**src/rtl/idvr_sext_arb.sv**
```systemverilog
// Round-robin arbiter feeding one shared sign/zero-extension datapath.
// The result sits in a one-entry output register tagged with the requester index.
module idvr_sext_arb #(
  parameter int IDW = 2,
  parameter int IW  = 8,
  parameter int OW  = 16
) (
  input  logic                   CLK,
  input  logic                   RST,
  input  logic [(2**IDW)-1:0]    REQ_V,
  input  logic [(2**IDW)*IW-1:0] REQ_D,
  input  logic [(2**IDW)-1:0]    REQ_M,
  output logic [(2**IDW)-1:0]    GNT,
  output logic                   O_V,
  output logic [OW-1:0]          O_D,
  output logic [IDW-1:0]         O_ID,
  input  logic                   O_RDY
);

  localparam int N = 2**IDW;
  localparam logic [N-1:0] ONE_HOT0 = N'(1);

  logic [IDW-1:0] ptr;
  logic [IDW-1:0] win;
  logic [IDW-1:0] idx;
  logic           found;
  logic           free;
  logic           acc;
  logic [IW-1:0]  win_d;
  logic           win_m;
  logic [OW-1:0]  ext_d;

  // Scan from the pointer upward; IDW-bit addition wraps naturally.
  always_comb begin
    win   = '0;
    idx   = '0;
    found = 1'b0;
    for (int k = 0; k < N; k++) begin
      idx = ptr + IDW'(k);
      if (!found && REQ_V[idx]) begin
        found = 1'b1;
        win   = idx;
      end
    end
  end

  assign free  = !O_V || O_RDY;
  assign acc   = free && found && !RST;
  assign GNT   = acc ? (ONE_HOT0 << win) : '0;
  assign win_d = REQ_D[int'(win)*IW +: IW];
  assign win_m = REQ_M[win];

  generate
    if (OW > IW) begin : g_ext
      assign ext_d = {{(OW-IW){win_m & win_d[IW-1]}}, win_d};
    end else begin : g_pass
      assign ext_d = win_d;
    end
  endgenerate

  always_ff @(posedge CLK) begin
    if (RST) begin
      O_V  <= 1'b0;
      O_D  <= '0;
      O_ID <= '0;
      ptr  <= '0;
    end else if (acc) begin
      O_V  <= 1'b1;
      O_D  <= ext_d;
      O_ID <= win;
      ptr  <= win + IDW'(1);
    end else if (O_RDY) begin
      O_V  <= 1'b0;
    end
  end

endmodule

```
**config.mk**
```make
export PLATFORM = sky130hd
export DESIGN_NAME = idvr_sext_arb
export DESIGN_NICKNAME = d
export VERILOG_FILES = /design/src/rtl/idvr_sext_arb.sv
export SDC_FILE = /design/constraint.sdc
export NUM_CORES = 1
export LEC_CHECK = 0
export ABC_AREA = 0
export CAP_MARGIN = 20
export CORE_UTILIZATION = 33
export DETAILED_ROUTE_END_ITERATION = 8
export PLACE_DENSITY = 0.87
export SLEW_MARGIN = 20
export SYNTH_ARGS = -nofsm -noshare
export SYNTH_HDL_FRONTEND = slang
export SYNTH_SLANG_ARGS = --single-unit
```
**constraint.sdc**
```tcl
create_clock -name CLK -period 2.5 [get_ports CLK]
set_input_delay 0.75 -clock CLK [delete_from_list [all_inputs] [get_ports CLK]]
set_output_delay 0.75 -clock CLK [all_outputs]
set_load 0.05 [all_outputs]
```
Word level (Yosys, flattened, before mapping)

Index checks and enable logic that the tools add are counted.

Add/subtract/negate cells: 4
$lt $le $gt $ge: 5
Shift-type cells: 2
Muxes and demuxes: 21
Bitwise operators: 1
Reduce and logical (&&, ||, !) cells: 12

Operator list:

| cell                                                | count |
|---|---|
| variable part select 32 x 6 -> 8 bit                | 1 |
| < comparator 2 x 3 -> 1 bit (second input constant) | 5 |
| two-way mux 1 bit                                   | 11 |
| binary-select mux 1 bit (select 2 bit)              | 5 |
| two-way mux 2 bit                                   | 4 |
| logical AND 1 bit                                   | 5 |
| zero test 1 bit                                     | 5 |
| adder 2 x 1 -> 2 bit (second input constant)        | 2 |
| adder 2 bit (second input constant)                 | 2 |
| two-way mux 4 bit                                   | 1 |
| << shifter 1 x 2 -> 4 bit (first input constant)    | 1 |
| nonzero test 2 bit                                  | 1 |
| AND 1 bit                                           | 1 |
| logical OR 1 bit                                    | 1 |

Register bits after elaboration: 14
Bits of input ports: 43
Output and inout bits: 23
Logic and storage cells: 49

Longest topological paths before layout

Word-level depth: 15
Depth in mapped cells: 8
Gate-level depth less buffers: 7

Least setup slack after synthesis

No wires, ideal clock.

Path kind: input-to-output
From: input REQ_V[1]
To: output GNT[1]
Arrival: 2.128 ns
Data required time: 1.750 ns
Slack: -0.378 ns
Cell stages on the path: 6
Buffers on the path: 1
Cells stage by stage: a21boi_0 > o22ai_1 > nor2_1 > buf_2 > ha_1 > and2_1

Elaborated cells on any way between the ends: 26
Those cells by class: shift: 1; mux: 17; reduce/logical: 8

RTL lines:

| what                                    | line | text |
|---|---|---|
| start, declared                         | 10   | `input logic [(2**IDW)-1:0] REQ_V,` |
| binary-select mux 1 bit (select 2 bit)  | 40   | `if (!found && REQ_V[idx]) begin` |
| two-way mux 1 bit (not written as such) | 40   |  |
| two-way mux 1 bit                       | 40   |  |
| zero test 1 bit                         | 40   |  |
| logical AND 1 bit                       | 40   |  |
| two-way mux 1 bit                       | 40   |  |
| zero test 1 bit                         | 40   |  |
| logical AND 1 bit                       | 40   |  |
| two-way mux 1 bit                       | 40   |  |
| zero test 1 bit                         | 40   |  |
| logical AND 1 bit                       | 40   |  |
| two-way mux 2 bit (*)                   | 40   |  |
| net win[0]                              | 24   | `logic [IDW-1:0] win;` |
| << shifter 1 x 2 -> 4 bit (*)           | 49   | `assign GNT = acc ? (ONE_HOT0 << win) : '0;` |
| two-way mux 4 bit (*)                   | 49   |  |
| end, declared                           | 13   | `output logic [(2**IDW)-1:0] GNT,` |

The timed path passes the listed nets; every way through them passes the cells marked *. The select of a mux whose other input is x is not followed.

Worst setup path after layout

From: input REQ_V[2]
To: output GNT[3]

Longest elaborated chain between the ends: 15
Elaborated cells on any way between the ends: 26
Those cells by class: shift: 1; mux: 17; reduce/logical: 8

RTL lines:

| what                                    | line | text |
|---|---|---|
| binary-select mux 1 bit (select 2 bit)  | 40   |  |
| two-way mux 1 bit (not written as such) | 40   |  |
| two-way mux 1 bit                       | 40   |  |
| zero test 1 bit                         | 40   |  |
| logical AND 1 bit                       | 40   |  |
| two-way mux 1 bit                       | 40   |  |
| zero test 1 bit                         | 40   |  |
| logical AND 1 bit                       | 40   |  |
| two-way mux 1 bit                       | 40   |  |
| zero test 1 bit                         | 40   |  |
| logical AND 1 bit                       | 40   |  |
| two-way mux 1 bit                       | 40   |  |
| logical AND 1 bit (2 in a row)          | 48   | `assign acc = free && found && !RST;` |
| two-way mux 4 bit (*)                   | 49   |  |

Mark *: on every way between the ends. The rest lies on a longest branch, timed or not. The select of a mux whose other input is x is not followed.

==> results.py <==
metrics = {
    "run_status": {
        "status": "complete, but fails checks",
        "violations": "negative setup slack",
    },
    "final_layout": {
        "fin_area_um2": 2120,
        "syn_to_final_growth_pct": 100,
        "antennaDiodeCount": 0,
        "layout.nets": 279,
        "final_common_cell": "clkdlybuf4s50_1",
        "drive_gt1_share_pct": 32.0,
        "layout_common_cells": "clkdlybuf4s50_1, buf_4, nand2_1, dfxtp_1, nand3_1",
    },
    "die": {
        "initial_core_util_pct": 34.7,
        "ios": 66,
        "die_x_um": 58.7,
        "rows": 20,
        "die_area_um2": 3440,
        "die_h_um": 58.7,
        "core_region_area_um2": 3050,
    },
    "global_route": {
        "grt_pass1_vias": 1354,
        "antenna_found_initial": 0,
        "grt_start_max_net_pins": 19,
        "grt_first_pass_wirelength_um": 5870,
        "grt-ovfl-total": 0,
        "grt_usage_pct": 22.4,
    },
    "yosys": {
        "yosysSeqAreaShare_pct": 26.4,
        "syn_nets": 185,
        "synth_cells": 138,
        "yosysUniqueCellTypes": 42,
        "async_flop_share_pct": 0,
        "synth-seq-cells": 14,
        "syn_area_um2": 1060,
        "yosysWarnings": 0,
        "synth-edff-count": 0,
        "syn_avg_cell_area_um2": 7.68,
        "synthFlopType": "dfxtp_1",
    },
    "timing": {
        "fin_crit_ps": 2730,
        "clock_skew_ps": 0.764,
        "tightest_slew_ps": 508,
        "fin_ws_ps": -229,
        "fmax_mhz": 367,
        "setup_tns_ps": -830,
        "finalCritPeriodShare_pct": 109,
        "setup_viol": 4,
        "rsz0062_at_grt": "true",
        "hold_violations": 0,
        "slew_headroom_pct": 66.0,
        "finalMaxSlewViolations": 0,
    },
    "hold_path": {
        "worstHoldStart": "O_D[2]$_SDFFE_PP0P_",
        "holdPathStages": 2,
        "hold_path.class": "flip-flop to flip-flop",
        "worst_hold_path.endpoint": "O_D[2]$_SDFFE_PP0P_",
    },
    "clocking": {
        "cts_sinks": 14,
        "cts_root_buffer": "clkbuf_4",
        "cts_tree": "yes",
        "htree_levels": 1,
        "cts_buffers": 3,
        "insertion_delay_ps": 280,
        "clockBufferDepth": 2,
        "clk_pin_slew_ps": 90,
    },
    "setup_path": {
        "path_cells": "buf_8 -> nor2b_4 -> a221o_1 -> nand2_4 -> inv_6 -> ha_4 -> and2_4 -> buf_12",
        "crit_type": "input port to primary output",
        "cp-end-kind": "primary output",
        "r2r_slack_ps": 360,
        "crit_path_max_incr_delay_ps": 370,
        "slowest_stage": "a221o_1",
        "cp_max_fo": 5,
        "r2r_cells": 9,
        "reg2reg_from": "ptr[1]$_SDFFE_PP0P_",
        "critPathRequiredTime_ps": 1750,
        "r2r_end": "O_D[2]$_SDFFE_PP0P_",
        "cp.arrival_ps": 1980,
        "start_kind": "input port",
    },
    "detailed_routing": {
        "drc_errors": 0,
        "vias_per_cell": 4.95,
        "wl_per_cell_um": 13.8,
        "firstDrtPassIters": 4,
        "drtIter0Drc": 37,
        "vias": 1361,
        "ant_nets": 0,
        "routed_wl_um": 3790,
    },
    "placed_design": {
        "place_area_um2": 1930,
        "post-place-ws_ps": -723,
        "port-buffer-count": 65,
        "hpwl_um": 2710,
        "routabilityCongestion": 0.875,
    },
    "power": {
        "leakage_nw": 0.885,
        "irDropWorstVdd_mv": 0.301,
        "cellPowerDensity_nw_per_um2": 565,
    },
    "flow_run": {
        "maxCapViolations": 0,
    },
}
cells by family after synthesis:
kind of cell,Yosys count,synth area share (%)
AND/OR/NAND/NOR,67,31.1
buffers and inverters,17,10.0
AO/OA/AOI/OAI,34,25.7
flip-flops,14,26.4
adder cells (fa/ha/maj),4,4.72
multiplexers,2,2.01
critical path: cells and delay by family:
| family | cells | cell delay, ps |
|---|---|---|
| simple gates | 3 | 410 |
| compound gates | 1 | 370 |
| buf+inv | 3 | 300 |
| fa+ha+maj | 1 | 140 |
routing by layer:
layer / wire length, um / up-vias / GRT usage [%]
li1: - / 669 / -
met1: 1590 / 631 / 26.3
met2: 1920 / 55 / 40.6
met3: 240 / 6 / 5.05
met4: 42 / 0 / 6.46
met5: 0 / - / 0
layout make-up:
type	instances	area (um2)
timing repair buffer	102	965
sequential	14	280
multi-input combinational	107	763
inverter	4	20.0
clock buffer	4	36.3
fill	239	933
tap	44	55.1
worst max-delay path by stage:
stage          depth (start not counted)     start      to
5_1_grt                                8  REQ_V[1]  GNT[3]
3_5_place_dp                           8  REQ_V[0]  GNT[2]
2_1_floorplan                          7  REQ_V[2]  GNT[2]
3_3_place_gp                           9  REQ_V[1]  GNT[2]
4_1_cts                                8  REQ_V[2]  GNT[2]
6_report                               8  REQ_V[2]  GNT[3]
power breakdown:
group	internal, mW	total, mW	switching, mW
Clock	0.0887	0.168	0.0792
Sequential	0.257	0.285	0.0279
Combinational	0.353	0.745	0.392
cell usage after synthesis, types with 2 or more instances:
cell,number,area (um2)
and2_1,5,31.3
nand2_1,30,113
nand3_1,10,50.1
inv_1,3,11.3
nor2_1,4,15.0
nor2b_1,3,18.8
a21oi_1,3,15.0
ha_1,4,50.1
a211oi_1,5,37.5
buf_2,2,10.0
a311o_1,3,30.0
a21boi_0,4,30.0
and3_1,7,43.8
dfxtp_1,14,280
o21ai_0,5,25.0
o31ai_1,3,22.5
buf_4,8,60.1
sequential cells by signal, summed over array words and instances (netlist names):
signal / cells
O_V: 1
O_ID: 2
ptr: 2
O_D: 9
repair_timing:
item / CTS / global route
setup buffers: 10 / 3
hold endpoints to repair: 0 / 0
setup endpoints to repair: 5 / 4
hold buffers: 0 / 0
resized for setup: 28 / 8
cloned: 0 / 0
pin swaps: 5 / 3
per-stage QoR:
stage,instances,utilization (%),power [mW],hold slack [ps]
4_1_cts,272,67.9,1.17,475
5_1_grt,275,69.4,1.26,508
3_5_place_dp,258,63.3,0.956,458
2_1_floorplan,138,-,0.702,513
6_report,275,69.4,1.20,470
3_3_place_gp,258,63.3,0.942,434
Note: power is estimated with default switching activity, not from simulation.
